### config.mk
export PLATFORM = sky130hd
export DESIGN_NAME = id_ex_stage
export DESIGN_NICKNAME = d
export VERILOG_FILES = /design/src/rtl/id_ex_stage.sv
export SDC_FILE = /design/constraint.sdc
export NUM_CORES = 1
export LEC_CHECK = 0
export CAP_MARGIN = 40
export CORE_MARGIN = 2
export CORE_UTILIZATION = 38
export DETAILED_ROUTE_END_ITERATION = 10
export GPL_TIMING_DRIVEN = 0
export PLACE_DENSITY = 0.79
export SYNTH_ARGS = -nofsm -noshare
export SYNTH_HDL_FRONTEND = slang
export SYNTH_SLANG_ARGS = --single-unit
### constraint.sdc
create_clock -name clk_i -period 2.27 [get_ports clk_i]
set_input_delay 0.454 -clock clk_i [delete_from_list [all_inputs] [get_ports clk_i]]
set_output_delay 0.454 -clock clk_i [all_outputs]
set_load 0.03 [all_outputs]
### src/rtl/id_ex_stage.sv
// ID/EX pipeline register with EX/MEM and MEM/WB operand forwarding for the ALU.
// Produces forwarded ALU operands, store data and the registered downstream controls.
module id_ex_stage #(
    parameter int XLEN = 32,
    parameter int RA_W = 5
) (
    input  logic            clk_i,
    input  logic            rst_i,
    input  logic            stall_i,
    input  logic            flush_i,
    input  logic            id_valid_i,
    input  logic [2:0]      id_ctl_i,
    input  logic [XLEN-1:0] id_rs1_data_i,
    input  logic [XLEN-1:0] id_rs2_data_i,
    input  logic [XLEN-1:0] id_imm_i,
    input  logic            id_alu_src_i,
    input  logic [RA_W-1:0] id_rs1_i,
    input  logic [RA_W-1:0] id_rs2_i,
    input  logic [RA_W-1:0] id_rd_i,
    input  logic            id_reg_write_i,
    input  logic            id_mem_read_i,
    input  logic            id_mem_write_i,
    input  logic            id_mem_to_reg_i,
    input  logic            exmem_reg_write_i,
    input  logic [RA_W-1:0] exmem_rd_i,
    input  logic [XLEN-1:0] exmem_result_i,
    input  logic            memwb_reg_write_i,
    input  logic [RA_W-1:0] memwb_rd_i,
    input  logic [XLEN-1:0] memwb_result_i,
    output logic [XLEN-1:0] alu_op1_o,
    output logic [XLEN-1:0] alu_op2_o,
    output logic [2:0]      alu_ctl_o,
    output logic [XLEN-1:0] store_data_o,
    output logic            ex_valid_o,
    output logic [RA_W-1:0] ex_rd_o,
    output logic            ex_reg_write_o,
    output logic            ex_mem_read_o,
    output logic            ex_mem_write_o,
    output logic            ex_mem_to_reg_o,
    output logic [1:0]      fwd_a_o,
    output logic [1:0]      fwd_b_o
);

    logic                   vld_p1;
    logic [2:0]             ctl_p1;
    logic [RA_W-1:0]        rs1_p1, rs2_p1, rd_p1;
    logic                   reg_write_p1, mem_read_p1, mem_write_p1, mem_to_reg_p1;
    logic                   alu_src_p1;
    logic signed [XLEN-1:0] rs1_data_p1, rs2_data_p1, imm_p1;
    logic signed [XLEN-1:0] fwd_a_data, fwd_b_data;
    logic                   bubble;

    // Newest producer wins; x0 is hard-wired zero so it never forwards.
    function automatic logic [1:0] fwd_sel(input logic            ex_rw,
                                           input logic [RA_W-1:0] ex_rd,
                                           input logic            wb_rw,
                                           input logic [RA_W-1:0] wb_rd,
                                           input logic [RA_W-1:0] rs);
        if (ex_rw && (ex_rd != '0) && (ex_rd == rs))
            return 2'd2;
        else if (wb_rw && (wb_rd != '0) && (wb_rd == rs))
            return 2'd1;
        return 2'd0;
    endfunction

    function automatic logic signed [XLEN-1:0] fwd_mux(input logic [1:0]             sel,
                                                       input logic signed [XLEN-1:0] reg_val,
                                                       input logic signed [XLEN-1:0] wb_val,
                                                       input logic signed [XLEN-1:0] ex_val);
        case (sel)
            2'd2:    return ex_val;
            2'd1:    return wb_val;
            default: return reg_val;
        endcase
    endfunction

    assign bubble = flush_i || !id_valid_i;

    // ID -> EX stage boundary
    always_ff @(posedge clk_i or negedge rst_i) begin
        if (!rst_i) begin
            vld_p1        <= 1'b0;
            ctl_p1        <= '0;
            rs1_p1        <= '0;
            rs2_p1        <= '0;
            rd_p1         <= '0;
            reg_write_p1  <= 1'b0;
            mem_read_p1   <= 1'b0;
            mem_write_p1  <= 1'b0;
            mem_to_reg_p1 <= 1'b0;
            alu_src_p1    <= 1'b0;
            rs1_data_p1   <= '0;
            rs2_data_p1   <= '0;
            imm_p1        <= '0;
        end else if (flush_i || !stall_i) begin
            vld_p1        <= !bubble;
            ctl_p1        <= bubble ? 3'd0 : id_ctl_i;
            rs1_p1        <= bubble ? '0 : id_rs1_i;
            rs2_p1        <= bubble ? '0 : id_rs2_i;
            reg_write_p1  <= !bubble && id_reg_write_i;
            mem_read_p1   <= !bubble && id_mem_read_i;
            mem_write_p1  <= !bubble && id_mem_write_i;
            mem_to_reg_p1 <= !bubble && id_mem_to_reg_i;
            rd_p1         <= id_rd_i;
            alu_src_p1    <= id_alu_src_i;
            rs1_data_p1   <= id_rs1_data_i;
            rs2_data_p1   <= id_rs2_data_i;
            imm_p1        <= id_imm_i;
        end
    end

    // EX stage: combinational forwarding on the held register contents
    always_comb begin
        fwd_a_o    = fwd_sel(exmem_reg_write_i, exmem_rd_i, memwb_reg_write_i, memwb_rd_i, rs1_p1);
        fwd_b_o    = fwd_sel(exmem_reg_write_i, exmem_rd_i, memwb_reg_write_i, memwb_rd_i, rs2_p1);
        fwd_a_data = fwd_mux(fwd_a_o, rs1_data_p1, memwb_result_i, exmem_result_i);
        fwd_b_data = fwd_mux(fwd_b_o, rs2_data_p1, memwb_result_i, exmem_result_i);
    end

    assign alu_op1_o       = fwd_a_data;
    assign alu_op2_o       = alu_src_p1 ? imm_p1 : fwd_b_data;
    assign store_data_o    = fwd_b_data;
    assign alu_ctl_o       = ctl_p1;
    assign ex_valid_o      = vld_p1;
    assign ex_rd_o         = rd_p1;
    assign ex_reg_write_o  = reg_write_p1;
    assign ex_mem_read_o   = mem_read_p1;
    assign ex_mem_write_o  = mem_write_p1;
    assign ex_mem_to_reg_o = mem_to_reg_p1;

endmodule

==> results of run 1 <==
-- flip-flops by register name, indices dropped and copies added, names as in the netlist --
signal / count
imm_p1: 32
rs1_data_p1: 32
rs2_data_p1: 32
ex_rd_o: 5
rs1_p1: 5
rs2_p1: 5
alu_ctl_o: 3
alu_src_p1: 1
ex_mem_read_o: 1
ex_mem_to_reg_o: 1
ex_mem_write_o: 1
ex_reg_write_o: 1
ex_valid_o: 1
-- worst reg2reg max path, stage by stage (launching register included) --
cell and delay, ns:
dfrtp_1 0.43, clkbuf_2 0.36, buf_1 0.46, nand2_1 0.12
nand2_1 0.08
-- layer usage --
metal | vias up | global-route usage
met3 | 122 | 0.0703
met5 | - | 0
li1 | 3536 | -
met2 | 452 | 0.546
met4 | 0 | 0.143
met1 | 3916 | 0.386
-- worst min path at each step --
| stage | from | end | slack [ns] | cells past startpoint |
|---|---|---|---|---|
| floorplan | rst_i | alu_ctl_o[0] | 0.16 | 0 |
| global placement | rs2_data_p1[21] | rs2_data_p1[21] | 0.45 | 2 |
| detailed placement | rst_i | rs1_data_p1[15] | 0.36 | 1 |
| CTS | rst_i | rs1_data_p1[15] | 0.47 | 2 |
| global route | rs1_data_p1[28] | rs1_data_p1[28] | 0.50 | 2 |
| finish | ex_rd_o[4] | ex_rd_o[4] | 0.47 | 2 |
-- kinds of logic after synthesis --
family / synth area share
simple gates: 0.209
mux: 0.0936
compound gates: 0.163
flops: 0.439
xor+xnor: 0.0256
buf+inv: 0.0697
-- final cells by class --
cell class              count  share of cell area
plain buffers              49              0.0337
clock buffers              21              0.0323
clock inverters            11              0.0119
inverters                  33             0.00887
multi-input cells         587               0.367
flip-flops and latches    120               0.211
well taps                 229              0.0201
repair buffers            407               0.315
-- placed cells by master, fill, tap and decap left out, drive strengths merged, types with 6 or more instances in the layout --
cell type and n:
nor2 35, o21ai 64, nand2 274, buf 212, a221oi 32, a21oi 32, nor3 36, dfrtp 120
inv 34, clkbuf 60, mux2i 64, xor2 14, clkdlybuf4s50 201, a22o 17, xnor2 6
-- metrics by stage --
step | setup TNS, ns | power, W | setup slack, ns | std cells | util
3_3_place_gp | -680.59 | 0.00466 | -4.19 | 1341 | 0.617
2_1_floorplan | -18.09 | 0.00364 | -0.218 | 800 | -
3_5_place_dp | -180.52 | 0.00471 | -1.62 | 1347 | 0.622
6_report | -55.43 | 0.00815 | -0.705 | 1457 | 0.799
4_1_cts | -53.96 | 0.00799 | -0.772 | 1445 | 0.763
5_1_grt | -63.57 | 0.00837 | -0.782 | 1457 | 0.799
-- power by group through the flow --
stage | logic [W] | clock network (W) | registers [W]
detailed placement | 0.00228 | 0 | 0.00243
finish | 0.00274 | 0.00297 | 0.00244
global placement | 0.00224 | 0 | 0.00242
global route | 0.00286 | 0.00307 | 0.00245
CTS | 0.00261 | 0.00295 | 0.00242
floorplan | 0.00122 | 0 | 0.00243
-- timing repair --
action / CTS / global route
endpoints found under the hold margin: 32 / 0
endpoints found under the setup margin: 160 / 110
resized for setup: 959 / 174
buffers inserted: 58 / 30
gates cloned: 10 / 3
pin swaps: 48 / 49
hold buffers: 1 / 0
==> key figures, run 1 <==
Cells and area
  • Multi-input gate area: 5230 um2
  • N_diodes: 0
  • Fin area: ~14,000 um2
  • Final Net Count: 1,415
  • Fillers: approximately 1,100
  • Area added between synthesis and finish: 108%
  • Fraction of layout instances using a drive strength above 1: 0.398
  • FF/Latch Area: 3000 um2

Critical path
  • Reg2reg start: alu_src_p1
  • CP max stage delay: about 0.42 ns
  • WP depth: 12
  • Crit start category: register
  • CP max-delay cell: dfrtp_1
  • Reg-to-Reg End: alu_src_p1
  • Critical path capture point type: primary output
  • CP max FO: 5
  • Setup slack, reg-to-reg: 0.77 ns
  • Worst setup path end: store_data_o[5]
  • Worst EP arrival: between 2 and 3 ns
  • Critical path type: reg -> out
  • R2R cell count: 4
  • CP cell instances: buf_6 > xor2_2 > nor3_2 > nand3_4 > buf_4 > buf_6 > buf_6 > buf_6 > clkbuf_16 > nor2_2 > a21oi_2 > buf_6
  • Top Family by Delay on Critical Path: buffers and inverters
  • Most common cell on crit path: buf_6
  • CP Buf/Inv Count: 7
  • Crit path from: rs2_p1[4]
  • Critical path required time: 1.82 ns

Yosys
  • Synth Instances: 800
  • Seq/Total Area, Yosys: 0.439
  • Asr flop ratio synth: 1.00
  • Synth warn: 0
  • Flop and latch count out of synthesis: 120
  • Most frequent cells after synthesis: nand2_1, dfrtp_1, mux2i_1
  • Yosys cell types: 31
  • Synth area leader: dfrtp_1
  • Dominant cells by area after synthesis: dfrtp_1, nand2_1, mux2i_1, a221oi_2, nor3_1
  • EDFF count, synth: 0
  • Post-synthesis cell area: 6840 um2
  • Top FF cell, synth: dfrtp_1
  • Most common cell in the synthesized netlist: nand2_1
  • Synthesized Nets: 1,000
  • Synth top area share: 0.439
  • Mean Syn Cell Area: approximately 8.6 um2

Pwr
  • Pwr/cell area: 572 nW/um2
  • Psw: 0.00263 W
  • Switching Fraction: 0.322
  • Worst vdd ir: 564 uV
  • Sequential power share: 0.299
  • Logic pwr share: 0.337
  • Clock share of power: 0.364
  • Internal power: 0.00552 W
  • P_leak: 6.15 nW

Detailed routing
  • DRC viols: 0
  • Drt first pass iters: 5
  • Max layer used: met4
  • Routed wire length per instance: 22.6 um
  • Met3 wire len: 2.15 mm
  • Routed Antenna Nets: 0
  • Met1 WL: 12.5 mm
  • Met2 routed WL: 16.8 mm
  • DR iter-0 viols: 477
  • Drt via density: 5.51
  • Detailed Route WL: between 30 and 40 mm
  • Vias: 8,026

Clock network
  • CTS root buf: clkbuf_16
  • Clock slew seen by the registers of the worst setup and hold paths: around 0.060 ns
  • Max Buffers Root-to-Sink: 2
  • Clock latency at the later pin of the worst-skew pair: 0.42 ns
  • CTS tree: done
  • CTS H-tree lvls: 4
  • Num Clock Sinks: 120
  • Num CTS Buffers: 17

Status
  • Outcome: finished with violations
  • Failing checks: negative setup slack

GRT
  • Gr usage total: 0.319
  • Vias in the first global route: 8,227
  • First-pass GRT wire length: between 40 and 50 mm
  • Antenna violations before repair: 0
  • Grt ovf: 0
  • Largest net degree at the start of global routing: 89

Placement
  • DP Area: roughly 11,000 um2
  • HPWL Detailed: 20.1 mm
  • Port Buf Inserts: between 300 and 400
  • Placer congestion estimate: roughly 0.9

STA
  • Worst-Margin Slew: 0.672 ns
  • Final Hold Fails: 0
  • Slew Viols, Final: 0
  • Worst clock skew: 0 ns
  • Tmin final: 2.97 ns
  • Final setup margin: -0.705 ns
  • Final setup vio count: 100
  • Max_slew headroom: 0.552
  • Tcrit/Tclk final: 1.31
  • Hold Slack: roughly 0.47 ns
  • RSZ-0062 raised after global routing: true
  • Fmax: 0.336 GHz

Floorplanning
  • # IOs: around 310
  • Horiz. Die Dim: 138 um
  • Row count: 49
  • Die Span Y: 138 um
  • Initial core utilization: 0.383
  • Die area: between 15,000 and 20,000 um2
  • Core area: approximately 18,000 um2

Job
  • Max Cap Violations: 0

Min path
  • Hold Path Class: reg -> reg
Power figures use the tool's default switching activity.
==> run 2: changes to the inputs <==
CORE_UTILIZATION = 42   (was 38)
PLACE_DENSITY = 0.83   (was 0.79)
clock period = 3.04 ns   (was 2.27 ns; I/O delays follow)
==> run 2 against run 1 <==
  * The flow still finishes with violations (negative setup slack)
  * Via count shrank 4.8%
  * Cell count shrank 4.6%
  * Worst setup slack improved by 0.63 ns
  * Clock skew unchanged
  * Critical path depth down 4
  * Sequential power decreased by 26%
  * Utilization shrank 5.1 points
  * Cell area decreased by 17%
  * Clock-buffer cell count decreased by 1
  * Clock power decreased by 24%
  * Routed wire length decreased by 9.3%
  * Largest power group unchanged
==> key figures, run 2 (synthesis gave the netlist of run 1 again) <==
Status
  • Outcome: finished with violations (unchanged)
  • Failing checks: negative setup slack (unchanged)

Min path
  • Hold Path Class: in -> async (was reg -> reg)

Cells and area
  • Multi-input gate area: 4000 um2 (was 5230 um2)
  • Commonest non-fill, non-tap cell in the layout: nand2_1 (unchanged)
  • Post-Layout Cell Count: 1,390 (was 1,457)
  • Commonest non-fill, non-tap cells in the layout: nand2_1, clkdlybuf4s50_1, dfrtp_1 (was nand2_1, clkdlybuf4s50_1, buf_6)
  • Fraction of layout instances using a drive strength above 1: 0.257 (was 0.398)
  • Area added between synthesis and finish: 73.6% (was 108%)
  • Fillers: 1,154 (was 1,051)
  • N_diodes: 0 (unchanged)
  • FF/Latch Area: 3000 um2 (unchanged)
  • Largest registers: imm_p1: 32 flops, rs1_data_p1: 32 flops, rs2_data_p1: 32 flops (unchanged)
  • Final Net Count: 1,361 (was 1,415)

GRT
  • Gr usage total: 0.326 (was 0.319)
  • Antenna violations before repair: 0 (unchanged)
  • Grt ovf: 0 (unchanged)
  • Vias in the first global route: 7,787 (was 8,227)
  • Largest net degree at the start of global routing: 65 (was 89)
  • First-pass GRT wire length: 43.3 mm (was 47.0 mm)

Critical path
  • Critical path capture point type: primary output (unchanged)
  • Worst setup path end: alu_op2_o[4] (was store_data_o[5])
  • Critical path type: reg -> out (unchanged)
  • Setup slack, reg-to-reg: 1.49 ns (was 0.77 ns)
  • Critical path required time: 2.43 ns (was 1.82 ns)
  • R2R cell count: 4 (unchanged)
  • Worst EP arrival: 2.51 ns (was 2.52 ns)
  • WP depth: 8 (was 12)
  • CP max stage delay: 0.41 ns (was 0.42 ns)
  • CP max FO: 5 (unchanged)
  • CP cell instances: xor2_1 > nor3_2 > nand4_4 > buf_12 > buf_16 > mux2i_4 > a221oi_2 > buf_4 (was buf_6 > xor2_2 > nor3_2 > nand3_4 > buf_4 > buf_6 > buf_6 > buf_6 > clkbuf_16 > nor2_2 > a21oi_2 > buf_6)
  • Reg2reg start: alu_src_p1 (unchanged)
  • CP max-delay cell: dfrtp_1 (unchanged)
  • Top Family by Delay on Critical Path: buffers and inverters (unchanged)
  • Crit start category: register (unchanged)
  • Reg-to-Reg End: alu_src_p1 (unchanged)
  • CP Buf/Inv Count: 3 (was 7)
  • Crit path from: rs2_p1[2] (was rs2_p1[4])

Detailed routing
  • Detailed Route WL: 29.9 mm (was 33.0 mm)
  • DRC viols: 0 (unchanged)
  • DR iter-0 viols: 508 (was 477)
  • Drt via density: 5.50 (was 5.51)
  • Vias: 7,643 (was 8,026)
  • Routed wire length per instance: 21.5 um (was 22.6 um)
  • Drt first pass iters: 5 (unchanged)
  • Routed Antenna Nets: 0 (unchanged)

Clock network
  • Clock slew seen by the registers of the worst setup and hold paths: 0.05 ns (was 0.06 ns)
  • CTS root buf: clkbuf_16 (unchanged)
  • CTS tree: done (unchanged)
  • Clock latency at the later pin of the worst-skew pair: 0.42 ns (about the same)
  • Num Clock Sinks: 120 (unchanged)
  • CTS H-tree lvls: 4 (unchanged)
  • CTS Hold Bufs: 0 (was 1)
  • Num CTS Buffers: 17 (unchanged)
  • Max Buffers Root-to-Sink: 2 (unchanged)

Floorplanning
  • Horiz. Die Dim: 132 um (was 138 um)
  • Die Span Y: 132 um (was 138 um)
  • Row count: 46 (was 49)
  • Die area: 17,300 um2 (was 19,100 um2)
  • Initial core utilization: 0.431 (was 0.383)
  • # IOs: 313 (unchanged)
  • Core area: 15,900 um2 (was 17,800 um2)

STA
  • Tcrit/Tclk final: 1.03
  • Final Hold Fails: 0 (unchanged)
  • Final setup margin: -0.0773 ns (was -0.705 ns)
  • RSZ-0062 raised after global routing: true (unchanged)
  • Slew Viols, Final: 0 (unchanged)
  • Worst-Margin Slew: 0.757 ns (was 0.672 ns)
  • Worst clock skew: 0 ns (unchanged)
  • Max_slew headroom: 0.495 (was 0.552)
  • Final setup vio count: 27 (was 100)
  • Setup TNS: -0.638 ns (was -55.43 ns)
  • Fmax: 0.321 GHz
  • Tmin final: 3.12 ns

Placement
  • Port Buf Inserts: 312 (unchanged)
  • Placed Cells: 1,330 (was 1,347)
  • Placer congestion estimate: 0.916 (was 0.911)
  • HPWL Detailed: 19.8 mm (was 20.1 mm)

Pwr
  • P_leak: 5.34 nW (was 6.15 nW)
  • Pwr/cell area: 481 nW/um2 (was 572 nW/um2)
  • Worst vdd ir: 416 uV (was 564 uV)

Job
  • Max Cap Violations: 0 (unchanged)
[run 2: changes by cell type in the layout (fill, tap and decap cells not counted), moves of 25 or more]
| cell | previous run | this run |
|---|---|---|
| o21ai_1 | 0 | 26 |
| a221oi_4 | 31 | 6 |
| nor2_1 | 2 | 33 |
| buf_4 | 27 | 73 |
| buf_6 | 133 | 36 |
[run 2: worst min-delay path by stage]
stage / slack [ns] / end / start
after floorplan: 0.31 / alu_ctl_o[0] / rst_i
after global placement: 0.45 / rs2_data_p1[7] / rs2_data_p1[7]
after detailed placement: 0.45 / rs1_data_p1[3] / rs1_data_p1[3]
after CTS: 0.17 / alu_ctl_o[0] / rst_i
after global routing: 0.19 / alu_ctl_o[0] / rst_i
final: 0.15 / alu_ctl_o[0] / rst_i
[run 2: area by class of cell]
class                      count  area share
buffer                        55      0.0368
clock buffer                  20      0.0384
clock inverter                12      0.0166
inverter                      33      0.0108
multi-input combinational    587       0.336
sequential                   120       0.253
tap                          216      0.0227
timing repair buffer         347       0.285
[run 2: per-stage QoR]
stage           util  setup WS, ns  hold slack (ns)  total power (W)  area [um2]
2_1_floorplan      -        0.0113            0.312          0.00254        6840
3_3_place_gp   0.644         -3.47            0.449          0.00330       10200
3_5_place_dp   0.646         -1.18            0.455          0.00332       10300
4_1_cts        0.726        -0.161            0.174          0.00562       11500
5_1_grt        0.748       -0.0989            0.188          0.00589       11900
6_report       0.748       -0.0773            0.154          0.00572       11900
[run 2: power breakdown]
part	internal, W	total, W	switching [W]
Sequential	0.00172	0.00181	0.0000864
Combinational	0.000744	0.00166	0.000914
Clock	0.00149	0.00225	0.000760
Total	0.00396	0.00572	0.00176
[run 2: repair_timing]
item | 4_1_cts | 5_1_grt
gates cloned | 6 | 2
pin swaps | 19 | 29
setup buffers | 20 | 10
gates resized for setup | 697 | 154
setup endpoints to repair | 100 | 97
[run 2: worst reg2reg max path, cell delays in order, from the launching register on]
cell	delay [ns]
dfrtp_1	0.41
clkbuf_1	0.46
clkbuf_2	0.46
nand2_1	0.09
nand2_1	0.07
[run 2: per-layer routing]
layer | vias to the layer above | wire, um | share of wire | GRT usage
met5 | - | 0 | 0 | 0
met4 | 0 | 1210 | 0.040 | 0.147
met3 | 93 | 2420 | 0.081 | 0.0787
met2 | 480 | 15200 | 0.51 | 0.565
met1 | 3645 | 11100 | 0.37 | 0.383
li1 | 3425 | - | - | -
